==> src/rtl/uart_tx_frame_pkg.sv <==
// Shared definitions for the UART frame logic: FSM state encoding, parity
// mode constants and the parity helper. Also intended for the receive side.
package uart_tx_frame_pkg;

  // Widest payload the frame logic supports
  localparam int MAX_DATA_W = 9;

  // Parity modes selected by the PARITY parameter
  localparam int PARITY_NONE = 0;
  localparam int PARITY_EVEN = 1;
  localparam int PARITY_ODD  = 2;

  // Frame sequencer states
  typedef enum logic [2:0] {
    ST_IDLE   = 3'd0,
    ST_START  = 3'd1,
    ST_DATA   = 3'd2,
    ST_PARITY = 3'd3,
    ST_STOP   = 3'd4
  } tx_state_t;

  // Parity bit for a zero-extended payload; zero padding leaves the XOR unchanged
  function automatic logic calc_parity(input logic [MAX_DATA_W-1:0] d, input int mode);
    logic p;
    case (mode)
      PARITY_EVEN: p = ^d;
      PARITY_ODD:  p = ~^d;
      default:     p = 1'b0;
    endcase
    return p;
  endfunction

endpackage

==> src/rtl/uart_baud_tick.sv <==
// Bit-time divider: emits a one-cycle tick on the last clock of every bit.
// Held at zero while restart is high so the first bit of a frame starts aligned.
module uart_baud_tick #(
  parameter int CLKS_PER_BIT = 1
) (
  input  logic clk,
  input  logic rst,
  input  logic restart,
  output logic tick
);

  localparam int CNT_W = (CLKS_PER_BIT > 1) ? $clog2(CLKS_PER_BIT) : 1;
  localparam logic [CNT_W-1:0] CNT_LAST = CNT_W'(CLKS_PER_BIT - 1);

  logic [CNT_W-1:0] r_cnt;

  // Count clocks within a bit, wrapping to zero at the bit end
  always_ff @(posedge clk) begin
    if (rst) begin
      r_cnt <= '0;
    end else if (restart) begin
      r_cnt <= '0;
    end else if (r_cnt == CNT_LAST) begin
      r_cnt <= '0;
    end else begin
      r_cnt <= r_cnt + CNT_W'(1);
    end
  end

  assign tick = ~restart & (r_cnt == CNT_LAST);

endmodule

==> src/rtl/uart_tx_frame.sv <==
// UART serialiser: one-entry holding register in front of a shift register,
// frame sequencer (start, data LSB first, optional parity, stop bits) and a
// registered tx pin. A queued byte starts right after the previous stop bit.
module uart_tx_frame #(
  parameter int DATA_W       = 8,
  parameter int CLKS_PER_BIT = 1,
  parameter int PARITY       = 0,
  parameter int STOP_BITS    = 1
) (
  input  logic              clk,
  input  logic              rst,
  input  logic [DATA_W-1:0] data_in,
  input  logic              data_valid,
  output logic              rdy_4_data,
  output logic              transmitting,
  output logic              tx
);

  import uart_tx_frame_pkg::*;

  localparam int BIT_W = $clog2(DATA_W + 1);
  localparam logic [BIT_W-1:0] DATA_LAST = BIT_W'(DATA_W - 1);
  localparam logic [BIT_W-1:0] STOP_LAST = BIT_W'(STOP_BITS - 1);

  tx_state_t         r_state;
  tx_state_t         w_state_next;
  logic [BIT_W-1:0]  r_bit_cnt;
  logic [BIT_W-1:0]  w_bit_cnt_next;
  logic [DATA_W-1:0] r_hold;
  logic [DATA_W-1:0] w_hold_next;
  logic              r_hold_full;
  logic              w_hold_full_next;
  logic [DATA_W-1:0] r_shift;
  logic [DATA_W-1:0] w_shift_next;
  logic              r_par;
  logic              w_par_next;
  logic              r_tx;
  logic              w_tx_next;
  logic              r_transmitting;
  logic              w_transmitting_next;
  logic              w_tick;
  logic              w_restart;
  logic              w_accept;
  logic              w_load;
  logic [MAX_DATA_W-1:0] w_par_data;

  // Bit-time counter only runs while a frame is on the line
  assign w_restart = (r_state == ST_IDLE);

  uart_baud_tick #(
    .CLKS_PER_BIT(CLKS_PER_BIT)
  ) u_baud (
    .clk    (clk),
    .rst    (rst),
    .restart(w_restart),
    .tick   (w_tick)
  );

  // Next-state logic; every bit-level transition waits for the bit-end tick
  always_comb begin
    w_state_next = r_state;
    case (r_state)
      ST_IDLE: begin
        if (r_hold_full) w_state_next = ST_START;
        else             w_state_next = ST_IDLE;
      end
      ST_START: begin
        if (w_tick) w_state_next = ST_DATA;
        else        w_state_next = ST_START;
      end
      ST_DATA: begin
        if (w_tick && (r_bit_cnt == DATA_LAST)) begin
          if (PARITY != PARITY_NONE) w_state_next = ST_PARITY;
          else                       w_state_next = ST_STOP;
        end else begin
          w_state_next = ST_DATA;
        end
      end
      ST_PARITY: begin
        if (w_tick) w_state_next = ST_STOP;
        else        w_state_next = ST_PARITY;
      end
      ST_STOP: begin
        if (w_tick && (r_bit_cnt == STOP_LAST)) begin
          if (r_hold_full) w_state_next = ST_START;
          else             w_state_next = ST_IDLE;
        end else begin
          w_state_next = ST_STOP;
        end
      end
      default: w_state_next = ST_IDLE;
    endcase
  end

  // Datapath next values: holding/shift registers, parity, bit counter, tx level
  always_comb begin
    w_accept   = data_valid & ~r_hold_full;
    // A frame start always moves the holding entry into the shift register
    w_load     = (w_state_next == ST_START) && (r_state != ST_START);
    w_par_data = '0;
    w_par_data[DATA_W-1:0] = r_hold;

    // Load consumes the old entry before an accept can refill the slot
    if (w_accept) w_hold_next = data_in;
    else          w_hold_next = r_hold;
    w_hold_full_next = w_accept | (r_hold_full & ~w_load);

    if (w_load) begin
      w_shift_next = r_hold;
      w_par_next   = calc_parity(w_par_data, PARITY);
    end else if ((r_state == ST_DATA) && (w_state_next == ST_DATA) && w_tick) begin
      w_shift_next = r_shift >> 1;
      w_par_next   = r_par;
    end else begin
      w_shift_next = r_shift;
      w_par_next   = r_par;
    end

    if (w_state_next != r_state) begin
      w_bit_cnt_next = '0;
    end else if (w_tick && (r_state != ST_IDLE)) begin
      w_bit_cnt_next = r_bit_cnt + BIT_W'(1);
    end else begin
      w_bit_cnt_next = r_bit_cnt;
    end

    // Line level for the bit that the next state will present
    case (w_state_next)
      ST_IDLE:   w_tx_next = 1'b1;
      ST_START:  w_tx_next = 1'b0;
      ST_DATA:   w_tx_next = w_shift_next[0];
      ST_PARITY: w_tx_next = w_par_next;
      ST_STOP:   w_tx_next = 1'b1;
      default:   w_tx_next = 1'b1;
    endcase

    w_transmitting_next = (w_state_next != ST_IDLE);
  end

  // State register; reset aborts any frame in progress
  always_ff @(posedge clk) begin
    if (rst) begin
      r_state <= ST_IDLE;
    end else begin
      r_state <= w_state_next;
    end
  end

  // Datapath and output registers; reset discards the holding entry
  always_ff @(posedge clk) begin
    if (rst) begin
      r_bit_cnt      <= '0;
      r_hold         <= '0;
      r_hold_full    <= 1'b0;
      r_shift        <= '0;
      r_par          <= 1'b0;
      r_tx           <= 1'b1;
      r_transmitting <= 1'b0;
    end else begin
      r_bit_cnt      <= w_bit_cnt_next;
      r_hold         <= w_hold_next;
      r_hold_full    <= w_hold_full_next;
      r_shift        <= w_shift_next;
      r_par          <= w_par_next;
      r_tx           <= w_tx_next;
      r_transmitting <= w_transmitting_next;
    end
  end

  assign rdy_4_data   = ~r_hold_full;
  assign transmitting = r_transmitting;
  assign tx           = r_tx;

endmodule

==> config.mk <==
export PLATFORM = sky130hd
export DESIGN_NAME = uart_tx_frame
export DESIGN_NICKNAME = d
export VERILOG_FILES = /design/src/rtl/uart_tx_frame_pkg.sv /design/src/rtl/uart_baud_tick.sv /design/src/rtl/uart_tx_frame.sv
export SDC_FILE = /design/constraint.sdc
export NUM_CORES = 1
export LEC_CHECK = 0
export ABC_AREA = 0
export BUFFER_PORTS_ARGS = -buffer_cell sky130_fd_sc_hd__buf_2
export CAP_MARGIN = 20
export CELL_PAD_IN_SITES_DETAIL_PLACEMENT = 1
export CELL_PAD_IN_SITES_GLOBAL_PLACEMENT = 1
export CORE_AREA = 10 10 74 83
export CTS_CLUSTER_DIAMETER = 150
export DETAILED_ROUTE_END_ITERATION = 16
export DIE_AREA = 0 0 84 93
export PLACE_DENSITY = 0.65
export SLEW_MARGIN = 20
export SYNTH_ARGS = -nofsm -noshare
export SYNTH_HDL_FRONTEND = slang
export SYNTH_SLANG_ARGS = --single-unit
export TNS_END_PERCENT = 1
==> constraint.sdc <==
create_clock -name clk -period 1.71 [get_ports clk]
set_input_delay 0.0855 -clock clk [delete_from_list [all_inputs] [get_ports clk]]
set_output_delay 0.0855 -clock clk [all_outputs]
set_load 0.02 [all_outputs]
==> results of run 1 <==
[power by group through the flow]
stage                     logic (mW)  clock network [mW]  registers (mW)
after detailed placement       0.301                   0           0.735
after floorplan                0.192                   0           0.736
after global placement         0.289                   0           0.733
after global routing           0.357               0.446           0.728
final                          0.319               0.402           0.721
after CTS                      0.308               0.422           0.720
[Yosys cell counts (all sizes together), types with 3 or more instances]
| cell | instances |
|---|---|
| nand2 | 24 |
| a22oi | 4 |
| nor2 | 13 |
| a311oi | 3 |
| nor3 | 6 |
| clkbuf | 8 |
| dfxtp | 28 |
| nor2b | 3 |
| xnor2 | 3 |
| nand3 | 7 |
| inv | 4 |
| nor3b | 3 |
| a21oi | 19 |
[through the flow]
| step | utilization | setup slack (ns) |
|---|---|---|
| floorplan | - | -0.02383 |
| global route | 0.3659 | -0.2274 |
| global placement | 0.3400 | -0.006833 |
| CTS | 0.3548 | -0.05245 |
| finish | 0.3659 | -0.07023 |
| detailed placement | 0.3400 | -0.05256 |
[worst max-delay path, delay by kind of cell, from the launching register on]
kind                       cells  cell delay [ns]
AOI/OAI and AO/OA              3             0.72
adders and majority gates      1             0.13
and+or+nand+nor                1             0.47
DFF                            1             0.33
buffers and inverters          1             0.06
[worst paths after layout]
| path | from | end | slack, ns |
|---|---|---|---|
| hold / removal | data_in[6] | r_hold[6] | 0.05 |
| setup reg to reg | r_bit_cnt[1] | tx | -0.07 |
| setup / recovery | r_bit_cnt[1] | tx | -0.07 |
| hold reg to reg | r_hold[2] | r_hold[2] | 0.48 |
[state kept, by name, summed over array words and instances (netlist names)]
name and count:
r_hold 8, tx 1, r_shift 8, r_par 1, u_baud.r_cnt 1, transmitting 1, r_bit_cnt 4, r_state 3
r_hold_full 1
[layout make-up]
type / instances / share of cell area
Sequential cell: 28 / 0.3427
Multi-Input combinational cell: 114 / 0.4455
Timing Repair Buffer: 31 / 0.1264
Clock buffer: 4 / 0.03351
Tap cell: 56 / 0.04265
Inverter: 4 / 0.009139
[cell families (layout without fill, tap and decap cells)]
group / after synthesis / count (layout) / synth area share
other cells: 1 / 1 / 0.002887
simple gates: 66 / 66 / 0.2553
flops: 28 / 28 / 0.4316
mux: 1 / 1 / 0.007707
buf+inv: 14 / 39 / 0.04720
compound gates: 41 / 41 / 0.2158
xor+xnor: 3 / 3 / 0.02023
fa+ha+maj: 2 / 2 / 0.01926
[what timing repair did]
action,CTS,global route
endpoints found under the hold margin,0,0
setup buffers,0,0
endpoints found under the setup margin,10,15
resized for setup,2,14
pin swaps,1,8
[per-layer routing]
layer	track usage	vias to the layer above
met5	0	-
met2	0.1618	18
met4	0.04749	0
met3	0.01736	6
li1	-	595
met1	0.1027	572
==> results.json, run 1 <==
{
  "status": "finished, violations left",
  "failed_checks": "negative setup slack",
  "tns_ns": -0.1071,
  "power_frac_seq": 0.500,
  "finalHoldViolCount": 0,
  "numPortBuffers": 13,
  "htreeDepth": 1,
  "max_freq_mhz": 561.7,
  "grt_pass1_vias": 1295,
  "avgViaCountPerCell": 5.025,
  "slew_viol_final": 0,
  "drt_iter0_drc": 54,
  "initial_core_util": 0.2893,
  "worstSetupEndpointType": "register",
  "area_growth_pct": 26.49,
  "gp_congestion": 0.7909,
  "crit_fanout": 3,
  "irDropWorstVdd_mv": 0.3899,
  "leakagePower_nw": 0.6271,
  "tritoncts": "built",
  "setup.worst_path.class": "register to register",
  "nets": 195,
  "drc": 0,
  "dp_cells": 233,
  "die-area_um2": 7812,
  "cts_root_buf": "clkbuf_8",
  "clkPwrFrac": 0.279,
  "dp_hpwl_um": 2705,
  "place_area_um2": 1526,
  "clk_pin_slew_ns": 0.09,
  "crit_arrival_ns": 1.98,
  "fin_cells": 237,
  "overflow": 0,
  "final_area_um2": 1643,
  "slowest_delay_ns": 0.47,
  "ios": 14,
  "fin_crit_sh": 1.041,
  "grt_pass1_wl_um": 6099,
  "min_path_cells": 3,
  "crit_path_start_kind": "register",
  "crit_chain": "inv_2 > ha_4 > or4b_4 > a21o_1 > a221o_1 > o2111ai_2",
  "layout_min_cycle_time_ns": 1.780,
  "power.internal_mw": 1.042,
  "first_pass_iters": 4,
  "worstHoldPathType": "primary input to register",
  "synth_edf_count": 0,
  "cts_hold_buf": 0,
  "syn_area_um2": 1299,
  "ys_seq_area_frac": 0.4316,
  "wl_met2_um": 1860,
  "synth_area_per_cell_um2": 8.325,
  "die_y_um": 93,
  "grt_max_degree": 25,
  "ant_nets": 0,
  "fin_worst_skew_ns": 0.002231,
  "row_count": 26,
  "synthArstFlopShare": 0,
  "yosys.area.top_type": "dfxtp_1",
  "syn_nets": 169,
  "crit_required_ns": 1.91,
  "synth.distinct_cells": 37,
  "rsz0062_at_grt": "yes",
  "top_layer": "met4",
  "dr_wl_met3_um": 93,
  "drive_above_1_share": 0.2818,
  "final_cell_mix": "dfxtp_1, nand2_1, buf_4",
  "wl_um": 3536,
  "wl_met1_um": 1511,
  "synthFlopType": "dfxtp_1",
  "holdWs_ns": 0.04696,
  "wl_per_cell_um": 14.92,
  "die_w_um": 84,
  "ys_ff_latch": 28,
  "seq_area_um2": 563.0,
  "power_mw": 1.443,
  "synthCells": 156,
  "netlist_top_cells_area": "dfxtp_1, a21oi_1, nand2_1",
  "grt_antenna_before_repair": 0,
  "timing.final.ws_setup_ns": -0.07023,
  "multi_input_area_um2": 732.0,
  "cts_sinks": 28,
  "grt.total_usage": 0.09174,
  "reg2reg_depth": 6,
  "power_density_nw_per_um2": 878.5,
  "maxCapViolCount": 0,
  "combinationalPowerShare": 0.221,
  "n_antenna_cell": 0,
  "yosysTopAreaCellShare": 0.4316,
  "core_um2": 4489,
  "fillers": 562,
  "slowest_stage": "or4b_4",
  "cts_buffers": 3,
  "p_sw_mw": 0.4014,
  "yosysWarnings": 0,
  "clk-insertion-delay-late_ns": 0.27,
  "layout_commonest_cell": "dfxtp_1",
  "switching_share": 0.2782,
  "setup_viol": 6,
  "clockBufferDepth": 2,
  "num_vias": 1191
}
(Power assumes the default switching activity.)
==> run 2, diff against run 1 <==
--- a/config.mk
+++ b/config.mk
@@ -10,11 +10,11 @@
 export CAP_MARGIN = 20
 export CELL_PAD_IN_SITES_DETAIL_PLACEMENT = 1
 export CELL_PAD_IN_SITES_GLOBAL_PLACEMENT = 1
-export CORE_AREA = 10 10 74 83
+export CORE_AREA = 4 4 74 83
 export CTS_CLUSTER_DIAMETER = 150
 export DETAILED_ROUTE_END_ITERATION = 16
-export DIE_AREA = 0 0 84 93
-export PLACE_DENSITY = 0.65
+export DIE_AREA = 0 0 78 87
+export PLACE_DENSITY = 0.58
 export SLEW_MARGIN = 20
 export SYNTH_ARGS = -nofsm -noshare
 export SYNTH_HDL_FRONTEND = slang
==> run 2 against run 1 <==
Compared with the run above:
- the flow still finishes with violations (negative setup slack)
- final area is 3.7% higher
- hold slack got worse by 0.0069 ns
- worst setup slack worse by 0.033 ns
- die area shrank 13%
- critical path depth grew 1
- core utilization decreased by 4.4 points
- clock skew barely moved
- count of clock-buffer cells in the layout is 1 lower
- sequential power is essentially flat
- final cell count increased by 9.3%
- global-route usage grew 2.0 points
- fmax down 1.8%
- largest cell class unchanged
- highest routed layer unchanged
==> results.json, run 2 (same netlist as run 1, synthesis figures left out) <==
{
  "clk-insertion-delay-late_ns": 0.27,
  "max_freq_mhz": 551.6,
  "crit_arrival_ns": 1.95,
  "setup_viol": 8,
  "final_cell_mix": "dfxtp_1, nand2_1, buf_4",
  "crit_chain": "inv_2 > ha_4 > or4b_4 > buf_4 > a211oi_2 > a221o_1 > o2111ai_2",
  "first_pass_iters": 4,
  "die-area_um2": 6786,
  "reg2reg_from": "r_bit_cnt[1]",
  "ant_nets": 0,
  "reg2reg_depth": 7,
  "clockBufferDepth": 2,
  "cts_hold_buf": 0,
  "timing.final.ws_setup_ns": -0.1029,
  "rsz0062_at_grt": "yes",
  "gp_congestion": 0.7681,
  "fin_worst_skew_ns": 0.001910,
  "irDropWorstVdd_mv": 0.7126,
  "grt_max_degree": 25,
  "fin_crit_sh": 1.060,
  "die_w_um": 78,
  "status": "finished, violations left",
  "ff2ff_setup_slack_ns": -0.10,
  "grt.total_usage": 0.1116,
  "met3_usage": 0.01967,
  "met1_usage": 0.1304,
  "slowest_delay_ns": 0.48,
  "die_y_um": 87,
  "reg_top3": "r_hold: 8 flops, r_shift: 8 flops, r_bit_cnt: 4 flops",
  "drive_above_1_share": 0.2989,
  "numPortBuffers": 13,
  "htreeDepth": 1,
  "overflow": 0,
  "grt_pass1_wl_um": 6058,
  "slew_viol_final": 0,
  "tns_ns": -0.2755,
  "ios": 14,
  "worstHoldPathType": "primary input to register",
  "area_growth_pct": 31.12,
  "grt_pass1_vias": 1302,
  "grt-busiest-layer": "met2",
  "n_antenna_cell": 0,
  "drc": 0,
  "finalHoldViolCount": 0,
  "slowest_stage": "or4b_4",
  "clk_pin_slew_ns": 0.10,
  "wl_per_cell_um": 13.81,
  "layout_min_cycle_time_ns": 1.813,
  "worstSetupEndpointType": "register",
  "core_um2": 5290,
  "avgViaCountPerCell": 4.672,
  "crit_path_start_kind": "register",
  "fillers": 625,
  "maxCapViolCount": 0,
  "cts_buffers": 3,
  "nets": 198,
  "cts_sinks": 28,
  "row_count": 28,
  "hold_path_startpoint": "data_in[1]",
  "r2r_end": "tx",
  "setup.worst_path.class": "register to register",
  "wl_um": 3577,
  "endpoint": "tx",
  "tritoncts": "built",
  "leakagePower_nw": 0.6502,
  "num_vias": 1210,
  "failed_checks": "negative setup slack",
  "grt_antenna_before_repair": 0,
  "initial_core_util": 0.2455,
  "power_density_nw_per_um2": 921.8,
  "crit_required_ns": 1.85,
  "power_mw": 1.570,
  "startpoint": "r_bit_cnt[1]",
  "dp_hpwl_um": 2707,
  "drt_iter0_drc": 53,
  "crit_fanout": 3,
  "layout_commonest_cell": "dfxtp_1",
  "cts_root_buf": "clkbuf_8",
  "met2_usage": 0.2118
}
-- run 2: how the worst min path moves through the flow --
stage | slack [ns] | to | cells past startpoint
final | 0.04 | r_hold[1] | 3
after global routing | 0.03 | r_hold[1] | 3
after CTS | 0.03 | r_hold[1] | 3
after detailed placement | 0.33 | r_hold[1] | 3
after global placement | 0.33 | r_hold[4] | 3
after floorplan | 0.16 | r_shift[2] | 1
-- run 2: routing by layer --
layer  wire length (µm)  up-vias
met3                151        2
met4                 15        0
met5                  0        -
li1                   -      605
met1               1571      580
met2               1839       23
-- run 2: through the flow --
step / util / instances / hold WS [ns] / instance area [µm²] / setup WS [ns]
after floorplan: - / 156 / 0.1576 / 1303 / -0.02383
after global placement: 0.2945 / 253 / 0.3279 / 1558 / -0.03223
after detailed placement: 0.2945 / 253 / 0.3337 / 1558 / -0.1325
after CTS: 0.3160 / 259 / 0.03407 / 1672 / -0.1093
after global routing: 0.3219 / 259 / 0.03221 / 1703 / -0.1812
final: 0.3219 / 259 / 0.04005 / 1703 / -0.1029
-- run 2: critical path: cells and delay by family (launching register included) --
family / cells / cell delay [ns]
fa+ha+maj: 1 / 0.13
compound gates: 3 / 0.50
simple gates: 1 / 0.48
flops: 1 / 0.34
buf+inv: 2 / 0.24
-- run 2: repair_timing --
item / CTS / global route
setup buffers: 2 / 0
setup endpoints to repair: 12 / 16
cloned: 0 / 0
pin swaps: 5 / 3
resized for setup: 8 / 7
-- run 2: cell type report --
type	count	area, µm²	area share
clock buffers	3	41.29	0.02425
clock inverters	1	30.03	0.01763
inverters	4	15.01	0.008817
multi-input cells	114	733.2	0.4306
flip-flops and latches	28	563.0	0.3306
well taps	75	93.84	0.05511
repair buffers	34	226.5	0.1330
-- run 2: report_power, final --
part / total [mW] / internal [mW] / switching (mW) / leakage (nW)
Sequential: 0.720 / 0.696 / 0.0246 / 0.230
Combinational: 0.331 / 0.146 / 0.185 / 0.384
Clock: 0.518 / 0.313 / 0.205 / 0.0357
Total: 1.57 / 1.16 / 0.414 / 0.650
